$ cat src/rtl/rf_access_sequencer.sv
// Register-file access sequencer: accepts one decoded instruction, fetches both operands,
// hands them to the ALU over a valid/response handshake and optionally writes the result back.
module rf_access_sequencer #(
  parameter int unsigned DATA_W = 16,
  parameter int unsigned ADDR_W = 3,
  parameter int unsigned OP_W   = 4
) (
  input  logic              clk,
  input  logic              rst_n,
  input  logic              instr_valid,
  output logic              instr_ready,
  input  logic [OP_W-1:0]   instr_op,
  input  logic [ADDR_W-1:0] instr_rs1,
  input  logic [ADDR_W-1:0] instr_rs2,
  input  logic [ADDR_W-1:0] instr_rd,
  input  logic              instr_wb,
  output logic [ADDR_W-1:0] rf_addr_op1,
  output logic [ADDR_W-1:0] rf_addr_op2,
  input  logic [DATA_W-1:0] rf_out_op1,
  input  logic [DATA_W-1:0] rf_out_op2,
  output logic [ADDR_W-1:0] rf_addr,
  output logic [DATA_W-1:0] rf_data,
  output logic              rf_load,
  output logic              alu_valid,
  output logic [OP_W-1:0]   alu_op,
  output logic [DATA_W-1:0] alu_a,
  output logic [DATA_W-1:0] alu_b,
  input  logic              alu_res_valid,
  input  logic [DATA_W-1:0] alu_res,
  output logic              busy,
  output logic [15:0]       retire_count
);

  typedef enum logic [2:0] {StIdle, StRdIssue, StRdCapt, StExec, StWb} state_e;

  state_e            state_q, state_d;
  logic [OP_W-1:0]   op_q, op_d;
  logic [ADDR_W-1:0] rd_q, rd_d;
  logic              wb_q, wb_d;
  logic [ADDR_W-1:0] rf_addr_op1_q, rf_addr_op1_d;
  logic [ADDR_W-1:0] rf_addr_op2_q, rf_addr_op2_d;
  logic [ADDR_W-1:0] rf_addr_q, rf_addr_d;
  logic [DATA_W-1:0] rf_data_q, rf_data_d;
  logic              rf_load_q, rf_load_d;
  logic              alu_valid_q, alu_valid_d;
  logic [OP_W-1:0]   alu_op_q, alu_op_d;
  logic [DATA_W-1:0] alu_a_q, alu_a_d;
  logic [DATA_W-1:0] alu_b_q, alu_b_d;
  logic [15:0]       retire_q, retire_d;

  always_comb begin
    state_d       = state_q;
    op_d          = op_q;
    rd_d          = rd_q;
    wb_d          = wb_q;
    rf_addr_op1_d = rf_addr_op1_q;
    rf_addr_op2_d = rf_addr_op2_q;
    rf_addr_d     = rf_addr_q;
    rf_data_d     = rf_data_q;
    rf_load_d     = rf_load_q;
    alu_valid_d   = alu_valid_q;
    alu_op_d      = alu_op_q;
    alu_a_d       = alu_a_q;
    alu_b_d       = alu_b_q;
    retire_d      = retire_q;
    instr_ready   = (state_q == StIdle) && rst_n;

    unique case (state_q)
      StIdle: begin
        if (instr_valid && instr_ready) begin
          op_d          = instr_op;
          rd_d          = instr_rd;
          wb_d          = instr_wb;
          // Read addresses are registered here so they are already presented during RD_ISSUE.
          rf_addr_op1_d = instr_rs1;
          rf_addr_op2_d = instr_rs2;
          state_d       = StRdIssue;
        end
      end
      StRdIssue: state_d = StRdCapt;
      StRdCapt: begin
        alu_a_d     = rf_out_op1;
        alu_b_d     = rf_out_op2;
        alu_op_d    = op_q;
        alu_valid_d = 1'b1;
        state_d     = StExec;
      end
      StExec: begin
        if (alu_res_valid) begin
          rf_data_d   = alu_res;
          rf_addr_d   = rd_q;
          alu_valid_d = 1'b0;
          if (wb_q) begin
            rf_load_d = 1'b1;
            state_d   = StWb;
          end else begin
            retire_d = retire_q + 16'd1;
            state_d  = StIdle;
          end
        end
      end
      StWb: begin
        rf_load_d = 1'b0;
        retire_d  = retire_q + 16'd1;
        state_d   = StIdle;
      end
      default: state_d = StIdle;
    endcase
  end

  always_ff @(posedge clk) begin
    if (!rst_n) begin
      state_q       <= StIdle;
      op_q          <= '0;
      rd_q          <= '0;
      wb_q          <= 1'b0;
      rf_addr_op1_q <= '0;
      rf_addr_op2_q <= '0;
      rf_addr_q     <= '0;
      rf_data_q     <= '0;
      rf_load_q     <= 1'b0;
      alu_valid_q   <= 1'b0;
      alu_op_q      <= '0;
      alu_a_q       <= '0;
      alu_b_q       <= '0;
      retire_q      <= '0;
    end else begin
      state_q       <= state_d;
      op_q          <= op_d;
      rd_q          <= rd_d;
      wb_q          <= wb_d;
      rf_addr_op1_q <= rf_addr_op1_d;
      rf_addr_op2_q <= rf_addr_op2_d;
      rf_addr_q     <= rf_addr_d;
      rf_data_q     <= rf_data_d;
      rf_load_q     <= rf_load_d;
      alu_valid_q   <= alu_valid_d;
      alu_op_q      <= alu_op_d;
      alu_a_q       <= alu_a_d;
      alu_b_q       <= alu_b_d;
      retire_q      <= retire_d;
    end
  end

  assign rf_addr_op1  = rf_addr_op1_q;
  assign rf_addr_op2  = rf_addr_op2_q;
  assign rf_addr      = rf_addr_q;
  assign rf_data      = rf_data_q;
  assign rf_load      = rf_load_q;
  assign alu_valid    = alu_valid_q;
  assign alu_op       = alu_op_q;
  assign alu_a        = alu_a_q;
  assign alu_b        = alu_b_q;
  assign busy         = (state_q != StIdle);
  assign retire_count = retire_q;

endmodule

$ cat config.mk
export PLATFORM = sky130hd
export DESIGN_NAME = rf_access_sequencer
export DESIGN_NICKNAME = d
export VERILOG_FILES = /design/src/rtl/rf_access_sequencer.sv
export SDC_FILE = /design/constraint.sdc
export NUM_CORES = 1
export LEC_CHECK = 0
export BUFFER_PORTS_ARGS = -buffer_cell sky130_fd_sc_hd__buf_2
export CORE_MARGIN = 3
export CORE_UTILIZATION = 45
export CTS_CLUSTER_SIZE = 10
export DETAILED_ROUTE_END_ITERATION = 6
export PLACE_DENSITY = 0.73
export SYNTH_ARGS = -nofsm -noshare
export SYNTH_HDL_FRONTEND = slang
export SYNTH_SLANG_ARGS = --single-unit
$ cat constraint.sdc
create_clock -name clk -period 1.85 [get_ports clk]
set_clock_uncertainty 0.2 [all_clocks]
set_input_delay 0.2775 -clock clk [delete_from_list [all_inputs] [get_ports clk]]
set_output_delay 0.2775 -clock clk [all_outputs]
set_load 0.02 [all_outputs]
==> metrics.yaml, run 1 <==
outcome: "completed"
num_rows: 31
slew_headroom_pct: 76.7
fin_util_pct: 72.1
finalCritPeriodShare_pct: 98.7
cp.required_ps: 1370
drtAntennaViolNets: 0
hp-class: "input port to flip-flop"
synth.distinct_cells: 34
htreeDepth: 3
drtIter0Drc: 146
holdWs_ps: 45.9
path_cells: "buf_6, or3_1, buf_6"
synthArstFlopShare_pct: 0
worst_slew_pin_slew_ps: 349
peakVddDrop_mv: 0.482
synth-seq-cells: 90
die_h_um: 93.0
rsz0062_at_grt: "true"
yosys_warnings: 0
syn_area_per_cell_um2: 8.22
die_w_um: 93.0
num-fill-cells: 571
cts.sinks: 90
cts_buffers: 9
routed_wl_mm: 10.2
drc: 0
gp_congestion: 0.766
avgViaCountPerCell: 5.01
synth_top_area_share_pct: 52.9
cp-start-kind: "flip-flop"
grt_max_degree: 44
dp_cells: 657
synth_top_area_cell: "dfxtp_1"
synth_edf_count: 0
synth-seq-area-share_pct: 52.9
reg2reg_slack_ps: 110
critPathTopFamily: "simple AND/OR/NAND/NOR gates"
crit_type: "flip-flop to primary output"
cp_common_cell: "buf_6"
max_freq_ghz: 0.548
antennaDiodeCount: 0
initial_core_util_pct: 46.7
io_pins: 147
p_per_area_nw_per_um2: 772
drt_first_pass_iters: 4
max_cap_violations: 0
cp_max_fo: 9
crit_buf_inv: 2
synthTopCellsByCount: "nand2_1 (145), dfxtp_1 (90), a21oi_1 (70), o21ai_0 (19), clkbuf_1 (15)"
worst_path_max_delay_cell: "or3_1"
p_leak_uw: 0.00231
final_area_um2: 5260
wl_per_cell_um: 13.9
grt_antenna_before_repair: 0
clk_pin_slew_ps: 80
postSynth.topFlopCell: "dfxtp_1"
area_growth_pct: 54.4
tns_ps: 0
die-area_um2: 8650
worst_setup_path_end_kind: "primary output"
cts_max_path_buffers: 2
synth.most_common_cell: "nand2_1"
worst_ep_arrival_time_ps: 1350
cts_root_buf: "clkbuf_8"
syn_area_um2: 3400
grt_pass1_vias: 3440
synth.net_count: 481
io_buffers: 146
synthTopCellsByArea: "dfxtp_1 (53%), nand2_1 (16%), a21oi_1 (10%), o21ai_0 (2.8%), clkbuf_1 (1.7%)"
slowest_delay_ps: 380
overflow: 0
global_route.usage.total_pct: 22.9
nNetsFinal: 699
clk-insertion-delay-late_ps: 350
fin_cells: 736
period_minus_slack_ps: 1830
core_region_area_um2: 7290
place_hpwl_mm: 6.21
grt_pass1_wl_mm: 16.1
setup_viol: 0
syn_inst: 414
vias: 3684
drive_gt1_share_pct: 31.6
maxSlewViolCount: 0
dpl-instance-area_um2: 4390
cts_tree: "yes"
final_hold_viol_count: 0
where the power goes:
group	switching (µW)	internal (µW)	total, µW
Clock	704	645	1350
Sequential	42.4	2020	2060
Combinational	342	304	646
tightest hold or removal path, cell delays in order:
cell and delay, ps:
buf_2 120, nand2b_4 100, a21oi_1 50
state kept, by name, indices dropped and copies added, names as in the netlist, 4 cells and up:
signal / count
op_q: 4
rf_data: 16
alu_op: 4
alu_b: 16
retire_count: 16
alu_a: 16
what timing repair did:
item	in CTS	in global routing
buffers inserted	0	1
pin swaps	1	1
hold buffers	62	0
endpoints found under the hold margin	62	0
endpoints found under the setup margin	2	6
gates resized for setup	9	2
layout by cell type, fill, tap and decap left out, types with 5 or more instances in the layout:
| cell | count |
|---|---|
| a21oi_1 | 70 |
| dfxtp_1 | 88 |
| or4_1 | 7 |
| dlygate4sd3_1 | 62 |
| nand2_1 | 145 |
| buf_2 | 144 |
| buf_12 | 5 |
| o21ai_0 | 19 |
| o31ai_1 | 7 |
| or3_1 | 6 |
| buf_4 | 19 |
| clkbuf_8 | 9 |
layer usage:
metal  vias up  global-route usage, %  wire length, µm
met5         -                      0                0
met4         0                   10.0              305
met3        28                   4.83              628
met2       140                   38.9             4990
met1      1682                   27.9             4270
li1       1834                      -                -
area by class of cell:
| class | count | area (µm²) | area share, % |
|---|---|---|---|
| inverter | 4 | 15.0 | 0.286 |
| clock inverter | 6 | 72.6 | 1.38 |
| multi-input combinational | 294 | 1500 | 28.4 |
| clock buffer | 10 | 128 | 2.43 |
| timing repair buffer | 233 | 1620 | 30.8 |
| sequential | 90 | 1800 | 34.3 |
| tap | 99 | 124 | 2.36 |
final timing paths:
path / start / endpoint / depth (start not counted)
worst min register to register: alu_a[8] / alu_a[8] / 2
worst max register to register: state_q[0] / retire_count[8] / 5
worst min-delay path: rst_n / state_q[0] / 3
worst max-delay path: state_q[1] / busy / 3
cell families (layout without fill, tap and decap cells):
logic type / after synthesis / after routing / synth area share [%]
simple gates: 189 / 189 / 25.7
xor+xnor: 1 / 1 / 0.257
compound gates: 100 / 100 / 16.0
fa+ha+maj: 1 / 1 / 0.367
flops: 90 / 90 / 52.9
buf+inv: 30 / 253 / 3.86
mux: 3 / 3 / 0.882
metrics by stage:
| stage | setup slack, ps | power [µW] |
|---|---|---|
| finish | 24.1 | 4060 |
| global route | -9.07 | 4250 |
| CTS | 9.85 | 4090 |
| detailed placement | 51.9 | 2620 |
| global placement | 137 | 2610 |
| floorplan | 16.2 | 2390 |
Note: power is estimated with default switching activity, not from simulation.
==> run 2, diff against run 1 <==
--- a/config.mk
+++ b/config.mk
@@ -6,6 +6,7 @@
 export NUM_CORES = 1
 export LEC_CHECK = 0
 export BUFFER_PORTS_ARGS = -buffer_cell sky130_fd_sc_hd__buf_2
+export CORE_ASPECT_RATIO = 1.2
 export CORE_MARGIN = 3
 export CORE_UTILIZATION = 45
 export CTS_CLUSTER_SIZE = 10
==> constraint.sdc (replaced) <==
create_clock -name clk -period 1.85 [get_ports clk]
set_clock_uncertainty 0.2 [all_clocks]
set_input_delay 0.2775 -clock clk [delete_from_list [all_inputs] [get_ports clk]]
set_output_delay 0.2775 -clock clk [all_outputs]
set_load 0.1 [all_outputs]
==> metrics.yaml, run 2 (synthesized netlist as in run 1, its figures left out) <==
cp_max_fo: 3  # -6
dpl-instance-area_um2: 4440  # +1.1%
max_freq_ghz: 0.539  # -1.6%
sw_frac_of_total_pct: 32.8  # +6.0 points
violations: "negative setup slack"
p_per_area_nw_per_um2: 816  # +5.8%
wl_per_cell_um: 14.4  # +4.2%
p_total_uw: 4430  # +9.2%
clock_power_share_pct: 28.9  # -4.3 points
worst_ep_arrival_time_ps: 1380  # +30 ps
area_growth_pct: 59.4
setup_ws_ps: -6.49  # -30.6 ps
cts_buffers: 9  # unchanged
drt_first_pass_iters: 4  # unchanged
grt_pass1_vias: 3701  # +7.6%
grt_use_met3_pct: 4.80  # -0.026 points
nNetsFinal: 702  # +0.43%
layout_commonest_cell: "nand2_1"
drtAntennaViolNets: 0  # unchanged
hp-class: "input port to flip-flop"
p_switching_uw: 1450  # +33%
cts_tree: "yes"
htreeDepth: 3  # unchanged
io_buffers: 146  # unchanged
worst_setup_path_end_kind: "primary output"
clk-insertion-delay-late_ps: 340  # about the same
grt_antenna_before_repair: 0  # unchanged
num_rows: 34  # +9.7%
seqPwrFrac_pct: 46.2  # -4.6 points
setup_viol: 1  # +1
cts_root_buf: "clkbuf_8"
met1_usage_pct: 26.7  # -1.2 points
grt_busiest_layer: "met2"
max_cap_violations: 0  # unchanged
die-area_um2: 8650  # about the same
holdWs_ps: 24.9  # -21.0 ps
core_region_area_um2: 7320  # +0.34%
drtIter0Drc: 120  # -18%
use_met2_pct: 44.4  # +5.4 points
drc: 0  # unchanged
vias: 3699  # +0.41%
fin_util_pct: 74.2  # +2.1 points
routed_wl_mm: 10.5  # +3.3%
rsz0062_at_grt: "true"
cts_max_path_buffers: 2  # unchanged
grt_max_degree: 34  # -23%
intPower_uw: 2980  # +0.28%
global_route.usage.total_pct: 24.6  # +1.7 points
peakVddDrop_mv: 0.455  # -5.5%
gp_congestion: 0.761  # -0.57%
maxSlewViolCount: 0  # unchanged
comb_power_share_pct: 25.0  # +9.1 points
cp.required_ps: 1370  # about the same
die_w_um: 85.4  # -8.2%
cp-start-kind: "flip-flop"
finalCritPeriodShare_pct: 100  # +1.7 points
crit_type: "flip-flop to primary output"
final_hold_viol_count: 0  # unchanged
io_pins: 147  # unchanged
slew_headroom_pct: 66.2  # -11 points
worst_slew_pin_slew_ps: 511  # +162 ps
overflow: 0  # unchanged
final_cell_mix: "nand2_1 (145), buf_2 (144), dfxtp_1 (73)"
place_hpwl_mm: 6.37  # +2.6%
drive_gt1_share_pct: 35.4  # +3.8 points
cts.sinks: 90  # unchanged
grt_pass1_wl_mm: 17.0  # +5.4%
period_minus_slack_ps: 1860  # +30.6 ps
initial_core_util_pct: 46.5  # -0.16 points
final_area_um2: 5430  # +3.2%
avgViaCountPerCell: 5.07  # +1.2%
die_h_um: 101  # +8.9%
p_leak_uw: 0.00236  # +2.1%
outcome: "finished, violations left"
clk_pin_slew_ps: 80  # about the same
## run 2: changes by cell type in the layout (fill, tap and decap cells not counted), sizes merged
cell,before,now
bufinv,1,0
buf,171,174
diode,0,1
inv,7,5
clkbuf,10,12
## run 2: power by group through the flow
stage	sequential, µW	combinational [µW]	clock [µW]
4_1_cts	2040	1080	1330
6_report	2050	1110	1280
3_5_place_dp	2090	953	0
2_1_floorplan	2540	255	0
3_3_place_gp	2090	943	0
5_1_grt	2060	1160	1410
## run 2: critical path: stages, from the launching register on
cell and delay (ps):
dfxtp_2 340, buf_6 120, or3_4 400, buf_12 180
## run 2: final timing paths
check                   start                to  slack (ps)  depth (start not counted)
setup reg to reg   state_q[0]  retire_count[10]          10                          6
setup / recovery   state_q[2]              busy          -6                          3
hold / removal    instr_valid        state_q[0]          20                          3
hold reg to reg     alu_a[11]         alu_a[11]         250                          2
## run 2: repair_timing
action | 4_1_cts | 5_1_grt
gates resized for setup | 12 | 12
setup endpoints to repair | 2 | 13
pin swaps | 2 | 8
buffers inserted | 8 | 2
endpoints found under the hold margin | 62 | 0
hold buffers | 62 | 0
## run 2: through the flow
step	TNS (ps)	setup WS [ps]	std cells
after floorplan	-72.1	-70.9	414
after global placement	0	99.9	642
after detailed placement	0	55.4	642
after CTS	-7.68	-7.68	727
after global routing	-94.9	-48.8	729
final	-6.49	-6.49	730
## run 2: layout make-up
type / instances / area [µm²]
antenna: 1 / 2.50
fill: 552 / 1890
timing repair buffer: 236 / 1690
clock inverter: 3 / 20.0
clock buffer: 12 / 176
inverter: 4 / 15.0
multi-input combinational: 294 / 1550
tap: 90 / 113
sequential: 90 / 1860
## run 2: metal layers
metal  up-vias  wire, µm
li1       1841         -
met4         0       306
met1      1710      4090
met3        28       468
met2       120      5670
met5         -         0
